<file path="config.mk">
export PLATFORM = sky130hd
export DESIGN_NAME = tpx3_rx_arbiter_mux
export DESIGN_NICKNAME = d
export VERILOG_FILES = /design/src/rtl/tpx3_rx_arbiter_mux.sv
export SDC_FILE = /design/constraint.sdc
export NUM_CORES = 1
export LEC_CHECK = 0
export CORE_MARGIN = 4
export CORE_UTILIZATION = 58
export CTS_CLUSTER_SIZE = 14
export DETAILED_ROUTE_END_ITERATION = 8
export PLACE_DENSITY = 0.82
export SYNTH_ARGS = -nofsm -noshare
export SYNTH_HDL_FRONTEND = slang
export SYNTH_SLANG_ARGS = --single-unit
</file>
<file path="constraint.sdc">
create_clock -name BUS_CLK -period 11.3 [get_ports BUS_CLK]
set_input_delay 1.695 -clock BUS_CLK [delete_from_list [all_inputs] [get_ports BUS_CLK]]
set_output_delay 1.695 -clock BUS_CLK [all_outputs]
set_load 0.02 [all_outputs]
</file>
<file path="src/rtl/tpx3_rx_arbiter_mux.sv">
`default_nettype none
// ============================================================================
// Module   : tpx3_rx_arbiter_mux
// Function : Round-robin burst arbiter popping CHANNELS FWFT RX FIFOs plus a
//            test counter source into a registered valid/ready output stream.
// Revision : 1.0
// ============================================================================
module tpx3_rx_arbiter_mux #(
    parameter int CHANNELS   = 4,
    parameter int DATA_WIDTH = 32,
    parameter int ID_BITS    = 4,
    parameter int CNT_WIDTH  = 32
) (
    input  logic                           BUS_CLK,
    input  logic                           BUS_RST,
    input  logic [CHANNELS-1:0]            CH_EMPTY,
    input  logic [CHANNELS*DATA_WIDTH-1:0] CH_DATA,
    output logic [CHANNELS-1:0]            CH_READ,
    input  logic [CHANNELS-1:0]            CH_ENABLE,
    input  logic                           CNT_EN,
    input  logic                           TAG_EN,
    input  logic [7:0]                     BURST_LEN,
    output logic [DATA_WIDTH-1:0]          OUT_DATA,
    output logic                           OUT_VALID,
    input  logic                           OUT_READY,
    input  logic [ID_BITS-1:0]             STAT_SEL,
    input  logic                           STAT_CLR,
    output logic [CNT_WIDTH-1:0]           STAT_CNT
);

    localparam int                 C_NSRC    = CHANNELS + 1;
    localparam logic [ID_BITS-1:0] C_CNT_SRC = ID_BITS'(CHANNELS);

    typedef enum logic [0:0] {
        S_IDLE  = 1'b0,
        S_BURST = 1'b1
    } state_t;

    state_t               r_state;
    logic [ID_BITS-1:0]   r_ptr;
    logic [ID_BITS-1:0]   r_grant;
    logic [7:0]           r_burst_cnt;
    logic [CNT_WIDTH-1:0] r_test_cnt;
    logic [CNT_WIDTH-1:0] r_stat [C_NSRC];

    logic [C_NSRC-1:0]    w_req;
    logic                 w_load;
    logic                 w_found;
    logic                 w_pop;
    logic [ID_BITS-1:0]   w_next;
    logic [ID_BITS-1:0]   w_src;
    logic [7:0]           w_limit;
    logic [DATA_WIDTH-1:0] w_head;
    logic [DATA_WIDTH-1:0] w_word;
    logic [DATA_WIDTH-1:0] w_cnt_word;
    logic [CNT_WIDTH-1:0]  w_stat_sel;

    assign w_req   = {CNT_EN, CH_ENABLE & ~CH_EMPTY};
    assign w_load  = ~OUT_VALID | OUT_READY;
    assign w_limit = (BURST_LEN == 8'd0) ? 8'd1 : BURST_LEN;

    generate
        if (CNT_WIDTH >= DATA_WIDTH) begin : g_cnt_trunc
            assign w_cnt_word = r_test_cnt[DATA_WIDTH-1:0];
        end else begin : g_cnt_ext
            assign w_cnt_word = {{(DATA_WIDTH-CNT_WIDTH){1'b0}}, r_test_cnt};
        end
    endgenerate

    // First requesting source after the pointer; descending loop so the
    // nearest candidate is the last one assigned.
    always_comb begin
        int idx;
        idx     = 0;
        w_found = 1'b0;
        w_next  = '0;
        for (int k = C_NSRC; k >= 1; k--) begin
            idx = (int'(r_ptr) + k) % C_NSRC;
            if (w_req[idx]) begin
                w_found = 1'b1;
                w_next  = ID_BITS'(idx);
            end
        end
    end

    always_comb begin
        w_pop = 1'b0;
        w_src = r_grant;
        if (!BUS_RST) begin
            if (r_state == S_IDLE) begin
                w_src = w_next;
                w_pop = w_found & w_load;
            end else begin
                w_pop = w_load & w_req[r_grant] & (r_burst_cnt < w_limit);
            end
        end
    end

    always_comb begin
        w_head = w_cnt_word;
        for (int i = 0; i < CHANNELS; i++) begin
            if (w_src == ID_BITS'(i)) begin
                w_head = CH_DATA[i*DATA_WIDTH +: DATA_WIDTH];
            end
        end
        w_word = w_head;
        if (TAG_EN) begin
            w_word[DATA_WIDTH-1 -: ID_BITS] = w_src;
        end
    end

    always_comb begin
        CH_READ = '0;
        for (int i = 0; i < CHANNELS; i++) begin
            CH_READ[i] = w_pop & (w_src == ID_BITS'(i));
        end
    end

    always_comb begin
        w_stat_sel = '0;
        for (int s = 0; s < C_NSRC; s++) begin
            if (STAT_SEL == ID_BITS'(s)) begin
                w_stat_sel = r_stat[s];
            end
        end
    end

    always_ff @(posedge BUS_CLK) begin
        if (BUS_RST) begin
            r_state     <= S_IDLE;
            r_ptr       <= C_CNT_SRC;
            r_grant     <= '0;
            r_burst_cnt <= '0;
        end else begin
            case (r_state)
                S_IDLE: begin
                    if (w_pop) begin
                        r_state     <= S_BURST;
                        r_grant     <= w_next;
                        r_ptr       <= w_next;
                        r_burst_cnt <= 8'd1;
                    end
                end
                S_BURST: begin
                    // Losing the request or hitting the limit ends the burst
                    // without a pop; re-arbitration happens from IDLE.
                    if (!w_req[r_grant] || (r_burst_cnt >= w_limit)) begin
                        r_state <= S_IDLE;
                    end else if (w_pop) begin
                        r_burst_cnt <= r_burst_cnt + 8'd1;
                    end
                end
                default: r_state <= S_IDLE;
            endcase
        end
    end

    always_ff @(posedge BUS_CLK) begin
        if (BUS_RST) begin
            OUT_DATA   <= '0;
            OUT_VALID  <= 1'b0;
            r_test_cnt <= '0;
            STAT_CNT   <= '0;
            for (int s = 0; s < C_NSRC; s++) begin
                r_stat[s] <= '0;
            end
        end else begin
            if (w_pop) begin
                OUT_DATA  <= w_word;
                OUT_VALID <= 1'b1;
            end else if (OUT_READY) begin
                OUT_VALID <= 1'b0;
            end
            if (w_pop && (w_src == C_CNT_SRC)) begin
                r_test_cnt <= r_test_cnt + CNT_WIDTH'(1);
            end
            for (int s = 0; s < C_NSRC; s++) begin
                if (STAT_CLR) begin
                    r_stat[s] <= '0;
                end else if (w_pop && (w_src == ID_BITS'(s))) begin
                    r_stat[s] <= r_stat[s] + CNT_WIDTH'(1);
                end
            end
            STAT_CNT <= w_stat_sel;
        end
    end

endmodule
`default_nettype wire
</file>
==> results.yml, run 1 <==
floorplanning:
  placementRows: 65
  io_pins: 223
  core_mm2: 0.0319
  start_util_pct: 59.3
  die_area_mm2: 0.0356
  die_w_um: 189
  chipHeight_um: 189
pwr:
  p_leak_nw: 7.76
  pwr_density_cell_mw_per_mm2: 228
  peakVddDrop_v: 0.000182
logic_synthesis:
  synth-edff-count: 160
  yosysUniqueCellTypes: 117
  synthFlopType: "edfxtp_1"
  async_reset_ff_share_pct: 0
  syn_inst: 2122
  syn_area_per_cell_um2: 8.92
  synthTopCellsByArea: "edfxtp_1 25%, dfxtp_1 12%, nor2_1 6.5%"
  synth_top_area_share_pct: 25.4
  synth.cell_area_mm2: 0.0189
  synth_fp_nets: 2334
  synth_warnings: 0
  ys_seq_elements: 271
  synth_top_cell_by_area: "edfxtp_1"
  synth.yosys.seq_area_share_pct: 37.1
global_route:
  grt_pass1_wl_um: 89300
  antenna_found_initial: 0
  groute.usage.overall_pct: 30.3
  grt_overflow_total: 0
  first_global_vias: 16643
  grt_max_degree: 73
sta:
  final-setup-viol-count: 0
  setup_tns_ns: 0
  fin_skew_ns: 0.0368
  tightest_slew_ns: 1.13
  fmax_mhz: 95.8
  maxSlewHeadroom_pct: 24.6
  fin_crit_sh_pct: 92.3
  finalMaxSlewViolations: 0
  min_period_ns: 10.44
  hold_viol: 0
  rsz0062_at_grt: "no"
critical_path:
  r2r_start: "r_ptr[1]$_SDFFE_PP0P_"
  critical_path_class: "flop to output port"
  critical_path_required_ns: 9.61
  critical_path.startpoint: "r_ptr[1]$_SDFFE_PP0P_"
  r2r_cells: 27
  reg2reg_slack_ns: 1.71
  reg2reg_to: "r_stat[3][17]$_SDFFCE_PN0P_"
  setup.worst_path.start_class: "flop"
  arrival_ns: 8.74
  critPathMaxFanout: 30
  end_kind: "output port"
  crit_end: "CH_READ[2]"
route:
  avgRoutedWirePerCell_um: 20.6
  drcViolationCount: 0
  wl_um: 56500
  drt_first_pass_iters: 7
  vias_per_cell: 6.34
  vias: 17419
  postRouteAntennaNets: 0
  drtIter0Drc: 1868
final_layout:
  area_growth_pct: 18.0
  final_cell_mix: "329 x nor2_1, 221 x clkdlybuf4s50_1, 181 x nand2_1"
  fin_util_pct: 70.1
  seq_area_mm2: 0.00703
  final_common_cell: "nor2_1"
  multi_input_comb_area_mm2: 0.0111
  layout-drive-gt1-share_pct: 8.52
  nets: 2501
  diodes: 0
  fillCellCount: 2484
clocking:
  clockRootBuffer: "clkbuf_16"
  cts_tree: "yes"
  numCtsBuffers: 30
  cts_setup_buffers: 0
  cts_hold_buf: 0
  worstSkewPairLatency_ns: 0.59
  htreeDepth: 1
  cts.path.max_buffers: 3
  cts_sinks: 271
  ctsResizeCount: 0
  cts.clk_slew.worst_paths_ns: 0.06
placement:
  dp_hpwl_um: 41100
  routabilityCongestion: 0.953
  port-buffer-count: 222
job:
  max-cap-violations: 0
hold_path:
  worstHoldPathType: "flop to flop"
  hold_path_depth: 2
run_status:
  status: "finished, final reports clean"
## worst max-delay path, cell delays in order, from the launching register on
cell             delay [ns]
dfxtp_1                0.83
ha_1                   0.70
xor2_1                 0.33
nand2_1                0.15
o21ai_0                0.23
inv_1                  0.15
ha_1                   0.25
nor2_1                 0.25
a211oi_1               0.12
a211oi_1               0.42
o21bai_4               0.16
xnor2_2                0.19
inv_1                  0.10
ha_1                   0.22
nor2b_1                0.24
o311ai_0               0.14
o2bb2ai_1              0.16
o32a_2                 0.21
nor2_1                 0.34
o21ai_0                0.17
a221o_1                0.38
a311oi_1               0.37
a21oi_2                0.11
buf_4                  0.25
nor2_1                 0.49
nand2_1                0.32
nor2_1                 0.24
clkdlybuf4s50_1        0.65
## worst min-delay path by stage
stage | from | endpoint | slack, ns
2_1_floorplan | r_test_cnt[12]$_SDFFE_PP0N_ | r_test_cnt[12]$_SDFFE_PP0N_ | 0.44
3_3_place_gp | r_test_cnt[12]$_SDFFE_PP0N_ | r_test_cnt[12]$_SDFFE_PP0N_ | 0.45
3_5_place_dp | r_test_cnt[12]$_SDFFE_PP0N_ | r_test_cnt[12]$_SDFFE_PP0N_ | 0.46
4_1_cts | r_test_cnt[12]$_SDFFE_PP0N_ | r_test_cnt[12]$_SDFFE_PP0N_ | 0.47
5_1_grt | r_test_cnt[12]$_SDFFE_PP0N_ | r_test_cnt[12]$_SDFFE_PP0N_ | 0.51
6_report | r_test_cnt[12]$_SDFFE_PP0N_ | r_test_cnt[12]$_SDFFE_PP0N_ | 0.46
## logic make-up after synthesis
family          count (synthesis)  share of synthesized area (%)
simple gates                  864                           21.8
compound gates                478                           19.8
flops                         271                           37.1
xor+xnor                      199                           9.33
buf+inv                       197                           4.65
fa+ha+maj                      59                           3.89
mux                            54                           3.43
## flip-flops by register name, summed over array words and instances, names as in the netlist
signal / cells
r_grant: 1
OUT_DATA: 32
r_stat: 160
OUT_VALID: 1
STAT_CNT: 32
r_test_cnt: 32
r_burst_cnt: 8
r_state: 1
r_ptr: 4
## power breakdown
group / internal, mW / switching (mW) / total (mW)
combinational: 1.00 / 1.72 / 2.72
clock: 0.560 / 0.409 / 0.969
sequential: 1.22 / 0.170 / 1.39
total: 2.78 / 2.30 / 5.08
## routing by layer
layer | wire length, µm | GRT usage, % | up-vias
met4 | 1570 | 7.54 | 0
met3 | 4500 | 4.00 | 108
met5 | 0 | 0 | -
met1 | 23100 | 41.0 | 8348
met2 | 27300 | 51.7 | 866
li1 | - | - | 8097
## final cells by class
class | count | share of cell area [%]
Sequential cell | 271 | 31.5
Inverter | 83 | 1.39
Timing Repair Buffer | 249 | 10.8
Clock inverter | 9 | 0.448
Multi-Input combinational cell | 1654 | 49.5
Tap cell | 435 | 2.44
Clock buffer | 45 | 3.93
## synth_stat cells, types with 36 or more instances
cell type / n
nor2_1: 329
nand2_1: 181
edfxtp_1: 160
dfxtp_1: 111
xor2_1: 103
a21oi_1: 95
xnor2_1: 93
inv_1: 73
nand3_1: 69
a22oi_1: 65
clkbuf_1: 65
ha_1: 58
nor3_1: 55
and3_1: 53
o21ai_0: 43
mux2_2: 36
## through the flow
step	worst slack [ns]	instances	instance area [µm²]	total power, mW	hold WS, ns
after floorplan	2.67	2122	18900	3.32	0.436
after global placement	1.80	2692	21400	4.00	0.447
after detailed placement	1.64	2692	21400	4.04	0.458
after CTS	1.02	2746	22300	5.03	0.466
after global routing	0.154	2746	22300	5.36	0.505
final	0.865	2746	22300	5.08	0.464
No activity file was read; power rests on OpenSTA's default activity.
==> run 2, diff against run 1 <==
--- a/config.mk
+++ b/config.mk
@@ -5,10 +5,12 @@
 export SDC_FILE = /design/constraint.sdc
 export NUM_CORES = 1
 export LEC_CHECK = 0
+export CAP_MARGIN = 20
 export CORE_MARGIN = 4
 export CORE_UTILIZATION = 58
 export CTS_CLUSTER_SIZE = 14
 export DETAILED_ROUTE_END_ITERATION = 8
+export GPL_TIMING_DRIVEN = 1
 export PLACE_DENSITY = 0.82
 export SYNTH_ARGS = -nofsm -noshare
 export SYNTH_HDL_FRONTEND = slang
==> run 2 against run 1 <==
Against the previous run:
- sequential power barely moved
- maximum frequency barely moved
- sequential share of layout area barely moved
- global-route usage did not move
- critical path depth rose by 1
- critical endpoint unchanged
==> results.yml, run 2 (same netlist as run 1, synthesis figures left out) <==
route:
  wl_um: 56500
  avgRoutedWirePerCell_um: 20.6
  drtIter0Drc: 1864
  vias_per_cell: 6.31
  drt_first_pass_iters: 5
  vias: 17335
  postRouteAntennaNets: 0
  drcViolationCount: 0
final_layout:
  post-route-cell-area_mm2: 0.0224
  diodes: 0
  final_common_cell: "nor2_1"
  area_growth_pct: 18.2
  largest_reg_flops: 160
  nets: 2502
  top_register: "r_stat"
  final_cell_mix: "329 x nor2_1, 221 x clkdlybuf4s50_1, 181 x nand2_1"
  fin_util_pct: 70.1
  layout-drive-gt1-share_pct: 8.56
pwr:
  switching_share_pct: 45.2
  p_int_mw: 2.79
  p_leak_nw: 7.77
  pwr-share-clk_pct: 19.1
  comb_power_share_pct: 53.6
  pwr_density_cell_mw_per_mm2: 227
  p_switching_mw: 2.30
  power_frac_seq_pct: 27.3
  peakVddDrop_v: 0.000182
sta:
  rsz0062_at_grt: "no"
  tightest_slew_ns: 1.12
  fin_skew_ns: 0.0339
  setup_tns_ns: 0
  min_period_ns: 10.44
  final-setup-viol-count: 0
  maxSlewHeadroom_pct: 25.3
  holdWs_ns: 0.465
  hold_viol: 0
  finalMaxSlewViolations: 0
  fin_crit_sh_pct: 92.4
  timing.final.ws_setup_ns: 0.858
  fmax_mhz: 95.8
critical_path:
  critPathTopFamily: "compound AO/OA/AOI/OAI gates"
  reg2reg_to: "r_stat[3][17]$_SDFFCE_PN0P_"
  r2r_start: "r_ptr[1]$_SDFFE_PP0P_"
  setup.worst_path.start_class: "flop"
  end_kind: "output port"
  critPathMaxFanout: 30
  reg2reg_slack_ns: 1.70
  critical_path_required_ns: 9.61
  critical_path_class: "flop to output port"
  slowest_stage: "dfxtp_1"
  critical_path.startpoint: "r_ptr[1]$_SDFFE_PP0P_"
  r2r_cells: 28
  arrival_ns: 8.75
  crit_cells: 28
  critPathMaxStageDelay_ns: 0.84
  cpMostUsedCell: "nor2_1"
  crit_end: "CH_READ[2]"
  path_buf_inv: 5
clocking:
  ctsResizeCount: 0
  cts_hold_buf: 0
  worstSkewPairLatency_ns: 0.58
  numCtsBuffers: 30
  cts.clk_slew.worst_paths_ns: 0.06
  cts_sinks: 271
  cts_tree: "yes"
  cts_setup_buffers: 0
  cts.path.max_buffers: 3
  htreeDepth: 1
  clockRootBuffer: "clkbuf_16"
placement:
  routabilityCongestion: 0.953
  dp_hpwl_um: 41100
  dp_slack_ns: 1.64
  port-buffer-count: 222
  dpl_cell_area_mm2: 0.0214
floorplanning:
  placementRows: 65
  die_w_um: 189
  chipHeight_um: 189
  start_util_pct: 59.3
  io_pins: 223
  die_area_mm2: 0.0356
  core_mm2: 0.0319
global_route:
  grt_overflow_total: 0
  grt_pass1_wl_um: 89300
  first_global_vias: 16643
  grt_max_degree: 73
  antenna_found_initial: 0
  groute.usage.overall_pct: 30.3
job:
  max-cap-violations: 0
hold_path:
  worstHoldPathType: "flop to flop"
run_status:
  status: "finished, final reports clean"
-- run 2: cell count changes in the layout (fill, tap and decap cells not counted) --
cell	delta
buf_16	+1
-- run 2: power groups by stage --
stage,sequential [mW],combinational [mW],clock (mW)
after CTS,1.38,2.66,0.979
final,1.39,2.72,0.971
after global routing,1.41,2.93,1.02
after global placement,1.39,2.61,0
after floorplan,1.40,1.92,0
after detailed placement,1.40,2.64,0
-- run 2: stage by stage --
step / cells / power (mW)
6_report: 2747 / 5.08
5_1_grt: 2747 / 5.37
4_1_cts: 2746 / 5.03
3_5_place_dp: 2692 / 4.04
3_3_place_gp: 2692 / 4.00
2_1_floorplan: 2122 / 3.32
-- run 2: tightest hold or removal path, cell delays in order (launching register included) --
cell	delay, ns
dfxtp_1	0.31
nand2_1	0.05
o21ai_0	0.06
-- run 2: per-layer routing --
metal	track usage (%)	vias to the layer above	wire, µm
li1	-	8114	-
met1	41.0	8280	23300
met2	51.7	843	27400
met3	4.00	98	4270
met4	7.54	0	1550
met5	0	-	0
-- run 2: worst min path at each step --
| stage | startpoint | to | depth (start not counted) |
|---|---|---|---|
| after floorplan | r_test_cnt[12]$_SDFFE_PP0N_ | r_test_cnt[12]$_SDFFE_PP0N_ | 2 |
| after global placement | r_test_cnt[12]$_SDFFE_PP0N_ | r_test_cnt[12]$_SDFFE_PP0N_ | 2 |
| after detailed placement | r_test_cnt[12]$_SDFFE_PP0N_ | r_test_cnt[12]$_SDFFE_PP0N_ | 2 |
| after CTS | r_test_cnt[12]$_SDFFE_PP0N_ | r_test_cnt[12]$_SDFFE_PP0N_ | 2 |
| after global routing | r_test_cnt[12]$_SDFFE_PP0N_ | r_test_cnt[12]$_SDFFE_PP0N_ | 2 |
| final | r_test_cnt[12]$_SDFFE_PP0N_ | r_test_cnt[12]$_SDFFE_PP0N_ | 2 |
-- run 2: final cells by class --
type	count	area [µm²]
clock buffer	45	878
clock inverter	9	100
fill	2479	9520
inverter	83	312
multi-input combinational	1654	11100
sequential	271	7030
tap	435	544
timing repair buffer	250	2450
